**src/rtl/key_event_decoder.sv**
```systemverilog
// Classifies a debounced key into SHORT / LONG / DOUBLE single-cycle event pulses,
// timed in ticks of an external timebase enable.
module key_event_decoder #(
    parameter bit          ACTIVE_LOW = 1'b1,
    parameter int unsigned CNT_W      = 16,
    parameter int unsigned LONG_TICKS = 1000,
    parameter int unsigned DBL_TICKS  = 250
) (
    input  logic clk,
    input  logic rst,
    input  logic key_i,
    input  logic tick_i,
    output logic short_o,
    output logic long_o,
    output logic double_o,
    output logic pressed_o,
    output logic busy_o
);

    localparam logic [2:0] StIdle   = 3'd0;
    localparam logic [2:0] StPress1 = 3'd1;
    localparam logic [2:0] StWait2  = 3'd2;
    localparam logic [2:0] StPress2 = 3'd3;
    localparam logic [2:0] StHold   = 3'd4;

    localparam logic [CNT_W-1:0] LongLast = CNT_W'(LONG_TICKS - 1);
    localparam logic [CNT_W-1:0] DblLast  = CNT_W'(DBL_TICKS - 1);

    logic [2:0]       state_q, state_d;
    logic [CNT_W-1:0] cnt_q, cnt_d;
    logic             prs_q;
    logic             short_q, short_d;
    logic             long_q, long_d;
    logic             double_q, double_d;

    logic prs;
    logic press_edge;
    logic release_edge;
    logic long_hit;
    logic dbl_hit;

    always_comb begin
        prs          = ACTIVE_LOW ? ~key_i : key_i;
        press_edge   = prs & ~prs_q;
        release_edge = ~prs & prs_q;
        long_hit     = tick_i && (cnt_q == LongLast);
        dbl_hit      = tick_i && (cnt_q == DblLast);
    end

    always_comb begin
        state_d  = state_q;
        short_d  = 1'b0;
        long_d   = 1'b0;
        double_d = 1'b0;
        case (state_q)
            StIdle: begin
                if (press_edge) state_d = StPress1;
            end
            StPress1: begin
                if (long_hit) begin
                    long_d  = 1'b1;
                    state_d = StHold;
                end else if (release_edge) begin
                    state_d = StWait2;
                end
            end
            StWait2: begin
                // A new press beats a timeout landing in the same cycle.
                if (press_edge) begin
                    state_d = StPress2;
                end else if (dbl_hit) begin
                    short_d = 1'b1;
                    state_d = StIdle;
                end
            end
            StPress2: begin
                // Held too long: the first short press is dropped, only LONG is reported.
                if (long_hit) begin
                    long_d  = 1'b1;
                    state_d = StHold;
                end else if (release_edge) begin
                    double_d = 1'b1;
                    state_d  = StIdle;
                end
            end
            StHold: begin
                if (release_edge) state_d = StIdle;
            end
            default: state_d = StIdle;
        endcase
    end

    always_comb begin
        cnt_d = cnt_q;
        if (state_d != state_q) begin
            cnt_d = '0;
        end else if (tick_i && !(&cnt_q)) begin
            cnt_d = cnt_q + 1'b1;
        end
    end

    always_ff @(posedge clk or posedge rst) begin
        if (rst) begin
            state_q  <= StIdle;
            cnt_q    <= '0;
            prs_q    <= 1'b0;
            short_q  <= 1'b0;
            long_q   <= 1'b0;
            double_q <= 1'b0;
        end else begin
            state_q  <= state_d;
            cnt_q    <= cnt_d;
            prs_q    <= prs;
            short_q  <= short_d;
            long_q   <= long_d;
            double_q <= double_d;
        end
    end

    assign short_o   = short_q;
    assign long_o    = long_q;
    assign double_o  = double_q;
    assign pressed_o = prs_q;
    assign busy_o    = (state_q != StIdle);

endmodule

```
**config.mk**
```make
export PLATFORM = sky130hd
export DESIGN_NAME = key_event_decoder
export DESIGN_NICKNAME = d
export VERILOG_FILES = /design/src/rtl/key_event_decoder.sv
export SDC_FILE = /design/constraint.sdc
export NUM_CORES = 1
export LEC_CHECK = 0
export BUFFER_PORTS_ARGS = -buffer_cell sky130_fd_sc_hd__buf_2
export CAP_MARGIN = 20
export CORE_UTILIZATION = 45
export DETAILED_ROUTE_END_ITERATION = 12
export GPL_TIMING_DRIVEN = 0
export SETUP_SLACK_MARGIN = 0.15
export SYNTH_ARGS = -nofsm -noshare
export SYNTH_HDL_FRONTEND = slang
export SYNTH_SLANG_ARGS = --single-unit
export TNS_END_PERCENT = 50
```
**constraint.sdc**
```tcl
create_clock -name clk -period 1.7 [get_ports clk]
set_input_delay 0.085 -clock clk [delete_from_list [all_inputs] [get_ports clk]]
set_output_delay 0.085 -clock clk [all_outputs]
set_load 0.01 [all_outputs]
```
==> flow_summary.yaml, run 1 <==
floorplan:
  io_pins: 9
  die_area_mm2: 0.003030
  coreArea_mm2: 0.002567
  die_h_um: 55.05
  num_rows: 18
  start_util_pct: 49.32
  die_width_um: 55.05
clocking:
  h-tree-depth: 1
  root_buffer: "clkbuf_4"
  clock_sinks: 23
  numCtsBuffers: 3
  clk_pin_slew_ps: 120
  insertion_delay_ps: 310
  cts_tree: "built"
  cts.path.max_buffers: 2
setup_path:
  r2r_start: "cnt_q[3]"
  startpoint_type: "flop"
  path_max_fanout: 8
  crit_path_end_kind: "flop"
  r2r_cells: 6
  r2r_slack_ps: -160
  cp.required_ps: 1940
  cp.arrival_ps: 2100
  r2r_end: "cnt_q[8]"
  path_class: "reg -> reg"
synthesis:
  yosysWarnings: 0
  synth_top_area_share_pct: 45.45
  ys_seq_area_share_pct: 45.45
  yosysUniqueCellTypes: 37
  ys_ff_latch: 23
  synth-async-reset-ratio_pct: 100.0
  ys.flop_type: "dfrtp_1"
  synth_top_area_cell: "dfrtp_1"
  syn_inst: 135
  syn_area_mm2: 0.001266
  netlist_top_cells_area: "dfrtp_1 45%, xor2_1 7.6%, nor2_1 6.2%, nand4_1 3.5%, nand3_1 3.2%"
  synth.avg_cell_area_um2: 9.379
  synth_nets: 141
  synth_edf_count: 0
placement:
  placed_cell_area_mm2: 0.001361
  hpwlAfterDp_mm: 1.793
  place.gp.congestion: 0.8862
  portBuffers: 8
  placed_cells: 173
sta:
  worst_slack_ps: -157.5
  post-route-min-period_ps: 1857
  max_slew_margin_pct: 42.38
  setup_violations: 16
  rsz0062_at_grt: "true"
  final.setup_skew_ps: 5.428
  fin_setup_tns_ps: -1787
  tightest_slew_ps: 863.3
  fmax_mhz: 538.4
  period_share_pct: 109.3
  maxSlewViolCount: 0
  hold_slack_ps: 131.5
  finalHoldViolations: 0
pwr:
  vdd_drop_max_uv: 583.7
  p_leak_nw: 0.7562
  power.density_mw_per_mm2: 773.3
min_path:
  hp-start: "tick_i"
  whs_endpoint: "cnt_q[2]"
  hold_path.class: "in -> reg"
  hold_path_depth: 3
finish:
  final_area_mm2: 0.001685
  seq_area_um2: 583.1
  drive_above_1_share_pct: 40.12
  num_antenna_cells: 0
  area_growth_pct: 33.10
  fillCellCount: 223
  multi_input_area_um2: 745.7
  mostFrequentLayoutCells: "22 x buf_4, 17 x dfrtp_1, 14 x nor2_1, 11 x xor2_1"
  final_cells: 202
  layout_commonest_cell: "buf_4"
  final_nets: 179
  fin_util_pct: 65.64
job:
  drv_cap: 0
global_route:
  grtUsageTotal_pct: 22.29
  gr-total-overflow: 0
  grt_start_max_net_pins: 24
  antenna_found_initial: 0
  grt_pass1_wl_mm: 4.705
  grt_pass1_vias: 1025
route:
  ant_nets: 0
  routedWlPerCell_um: 15.46
  num_vias: 1154
  drt_iter0_drc: 34
  dr.pass1.iters: 4
  vias_per_cell: 5.713
  drcViolationCount: 0
  drt-total-wl_mm: 3.123
run_status:
  status: "complete, but fails checks"
  violations: "setup timing"
## cell families (layout without fill, tap and decap cells)
kind of cell / count (synthesis) / after routing / synth area share (%)
AND/OR/NAND/NOR: 71 / 71 / 30.44
flip-flops: 23 / 23 / 45.45
AO/OA/AOI/OAI: 17 / 17 / 9.486
XOR/XNOR: 11 / 11 / 7.609
buffers and inverters: 10 / 47 / 4.150
adder cells (fa/ha/maj): 2 / 2 / 1.976
multiplexers: 1 / 1 / 0.8893
## cells in the mapped netlist, types with 3 or more instances
cell type   n
clkbuf_1    3
dfrtp_1    23
and3_1      3
nor2_1     21
nand2_1     8
inv_1       5
xor2_1     11
o2111ai_1   3
nor3_1      6
a21oi_1     3
nand4_1     7
nand3_1     8
## final cells by class
cell class / count / area share [%]
multi-input combinational: 102 / 44.25
clock buffer: 4 / 1.559
buffer: 5 / 2.227
sequential: 23 / 34.60
timing repair buffer: 33 / 14.03
tap: 30 / 2.227
inverter: 5 / 1.114
## stage by stage
step / setup WS (ps) / total power, mW
CTS: -149.9 / 1.241
floorplan: -142.5 / 0.8549
global route: -226.9 / 1.386
global placement: -335.0 / 0.9216
detailed placement: -330.6 / 0.9278
finish: -157.5 / 1.303
## worst max path at each step
stage,from,end,slack (ps)
5_1_grt,cnt_q[5],cnt_q[1],-230
3_5_place_dp,cnt_q[0],cnt_q[11],-330
3_3_place_gp,cnt_q[0],cnt_q[12],-330
6_report,cnt_q[3],cnt_q[8],-160
4_1_cts,cnt_q[5],cnt_q[1],-150
2_1_floorplan,cnt_q[11],cnt_q[1],-140
## metal layers
layer | vias up | GRT usage (%) | share of wire (%)
li1 | 565 | - | -
met1 | 567 | 30.43 | 47
met2 | 20 | 36.55 | 49
met3 | 2 | 2.459 | 3.8
met4 | 0 | 7.083 | 0.32
met5 | - | 0 | 0
## registers in the layout (all words and copies together), names as in the netlist
name and cells:
long_o 1, pressed_o 1, state_q 3, double_o 1, cnt_q 16, short_o 1
## report_power, final
part           internal, mW  switching, mW  total (mW)
registers             0.602         0.0721       0.674
clock network        0.0914          0.162       0.253
logic                 0.192          0.184       0.376
total                 0.886          0.418        1.30
## critical path, stage by stage, from the launching register on
cell and delay, ps:
dfrtp_2 460, and3_4 190, and4b_1 200, and4_1 220, a221o_2 450, buf_6 180, nor2_2 100
## what timing repair did
item	in CTS	in global routing
buffers inserted	18	4
setup endpoints to repair	21	23
hold endpoints to repair	24	0
cloned	1	0
gates resized for setup	15	20
pin swaps	15	7
hold buffers	2	0
No activity file was read; power rests on OpenSTA's default activity.
==> run 2: changes to the inputs <==
MAX_ROUTING_LAYER = met4   (was unset)
SLEW_MARGIN = 5   (was unset)
==> flow_summary.yaml, run 2 (synthesis gave the netlist of run 1 again) <==
placement:
  placed_cell_area_mm2: 0.001361
  place.gp.congestion: 0.9010
  hpwlAfterDp_mm: 1.793
  portBuffers: 8
  dp_worst_setup_slack_ps: -330.6
job:
  drv_cap: 0
route:
  routedWlPerCell_um: 15.47
  drcViolationCount: 0
  vias_per_cell: 5.673
  num_vias: 1146
  dr.pass1.iters: 4
  drt-total-wl_mm: 3.124
  drt_iter0_drc: 34
  ant_nets: 0
finish:
  final_area_mm2: 0.001685
  final_nets: 179
  drive_above_1_share_pct: 40.12
  layout_commonest_cell: "buf_4"
  num_antenna_cells: 0
  largest_register_ffs: 16
  regMostFlops: "cnt_q"
  area_growth_pct: 33.10
  mostFrequentLayoutCells: "22 x buf_4, 17 x dfrtp_1, 14 x nor2_1, 11 x xor2_1"
  fillCellCount: 223
  fin_util_pct: 65.64
  largestRegisters: "cnt_q: 16 flops, state_q: 3 flops"
clocking:
  clk_pin_slew_ps: 120
  cts.path.max_buffers: 2
  cts_tree: "built"
  numCtsBuffers: 3
  h-tree-depth: 1
  clock_sinks: 23
  root_buffer: "clkbuf_4"
  insertion_delay_ps: 310
sta:
  rsz0062_at_grt: "true"
  final.setup_skew_ps: 5.636
  fmax_mhz: 539.1
  maxSlewViolCount: 0
  finalHoldViolations: 0
  fin_setup_tns_ps: -1781
  max_slew_margin_pct: 42.25
  worst_slack_ps: -154.9
  tightest_slew_ps: 865.4
  post-route-min-period_ps: 1855
  period_share_pct: 109.1
  setup_violations: 16
pwr:
  power.total_mw: 1.302
  vdd_drop_max_uv: 583.7
  p_leak_nw: 0.7562
  power.density_mw_per_mm2: 772.7
floorplan:
  coreArea_mm2: 0.002567
  die_area_mm2: 0.003030
  die_h_um: 55.05
  io_pins: 9
  die_width_um: 55.05
  num_rows: 18
  start_util_pct: 49.32
setup_path:
  crit_path_end_kind: "flop"
  path_class: "reg -> reg"
  path_delay_family: "simple AND/OR/NAND/NOR gates"
  startpoint_type: "flop"
  path_max_fanout: 8
  path_cells: "nand4_1 -> or4b_4 -> buf_6 -> o21ai_4 -> mux2_4 -> nor2_2"
  crit_path_top_delay_cell: "or4b_4"
  cp.required_ps: 1950
  critical_path_buf_inv_count: 1
  cpPeakStageDelay_ps: 540
  cp.arrival_ps: 2100
global_route:
  gr-total-overflow: 0
  grt_pass1_wl_mm: 4.733
  grt_pass1_vias: 1021
  grt_start_max_net_pins: 24
  grtUsageTotal_pct: 22.97
  antenna_found_initial: 0
run_status:
  violations: "setup timing"
  status: "complete, but fails checks"
min_path:
  hold_path.class: "in -> reg"
==> run 2: stage by stage <==
| stage | std cells | hold WS [ps] |
|---|---|---|
| floorplan | 135 | 86.92 |
| global placement | 173 | 278.3 |
| detailed placement | 173 | 281.2 |
| CTS | 198 | 110.2 |
| global route | 202 | 113.7 |
| finish | 202 | 131.7 |
==> run 2: cell type report <==
class                      count  area [um^2]  area share [%]
inverter                       5        18.77           1.114
tap                           30        37.54           2.227
multi-input combinational    102        745.7           44.25
clock buffer                   4        26.28           1.559
sequential                    23        583.1           34.60
timing repair buffer          33        236.5           14.03
buffer                         5        37.54           2.227
==> run 2: metal layers <==
| metal | up-vias | track usage, % | wire length [um] |
|---|---|---|---|
| li1 | 567 | - | - |
| met1 | 561 | 30.60 | 1504 |
| met2 | 16 | 36.55 | 1503 |
| met3 | 2 | 2.459 | 106 |
| met4 | 0 | 7.083 | 10 |
| met5 | - | - | 0 |
==> run 2: repair_timing <==
action,4_1_cts,5_1_grt
endpoints found under the setup margin,21,23
cloned,1,0
pin swaps,15,7
hold buffers,2,0
resized for setup,15,20
endpoints found under the hold margin,24,0
setup buffers,18,4
==> run 2: final timing paths <==
kind	start	endpoint	slack [ps]	cells past startpoint
max	cnt_q[9]	cnt_q[1]	-150	6
min	tick_i	cnt_q[2]	130	3
max reg2reg	cnt_q[9]	cnt_q[1]	-150	6
min reg2reg	cnt_q[13]	cnt_q[13]	600	2
max in group asynchronous	rst	cnt_q[6]	630	3
min in group asynchronous	rst	double_o	480	3
==> run 2: worst reg2reg max path, delay by kind of cell (launching register included) <==
family / cells / cell delay, ps
DFF: 1 / 410
buffers and inverters: 1 / 160
AOI/OAI and AO/OA: 1 / 150
muxes: 1 / 320
and+or+nand+nor: 3 / 770
==> run 2: report_power, final <==
group          switching (mW)  total, mW  internal [mW]
Clock                   0.161      0.253         0.0914
Combinational           0.184      0.376          0.192
Sequential             0.0719      0.674          0.602
Total                   0.417       1.30          0.886
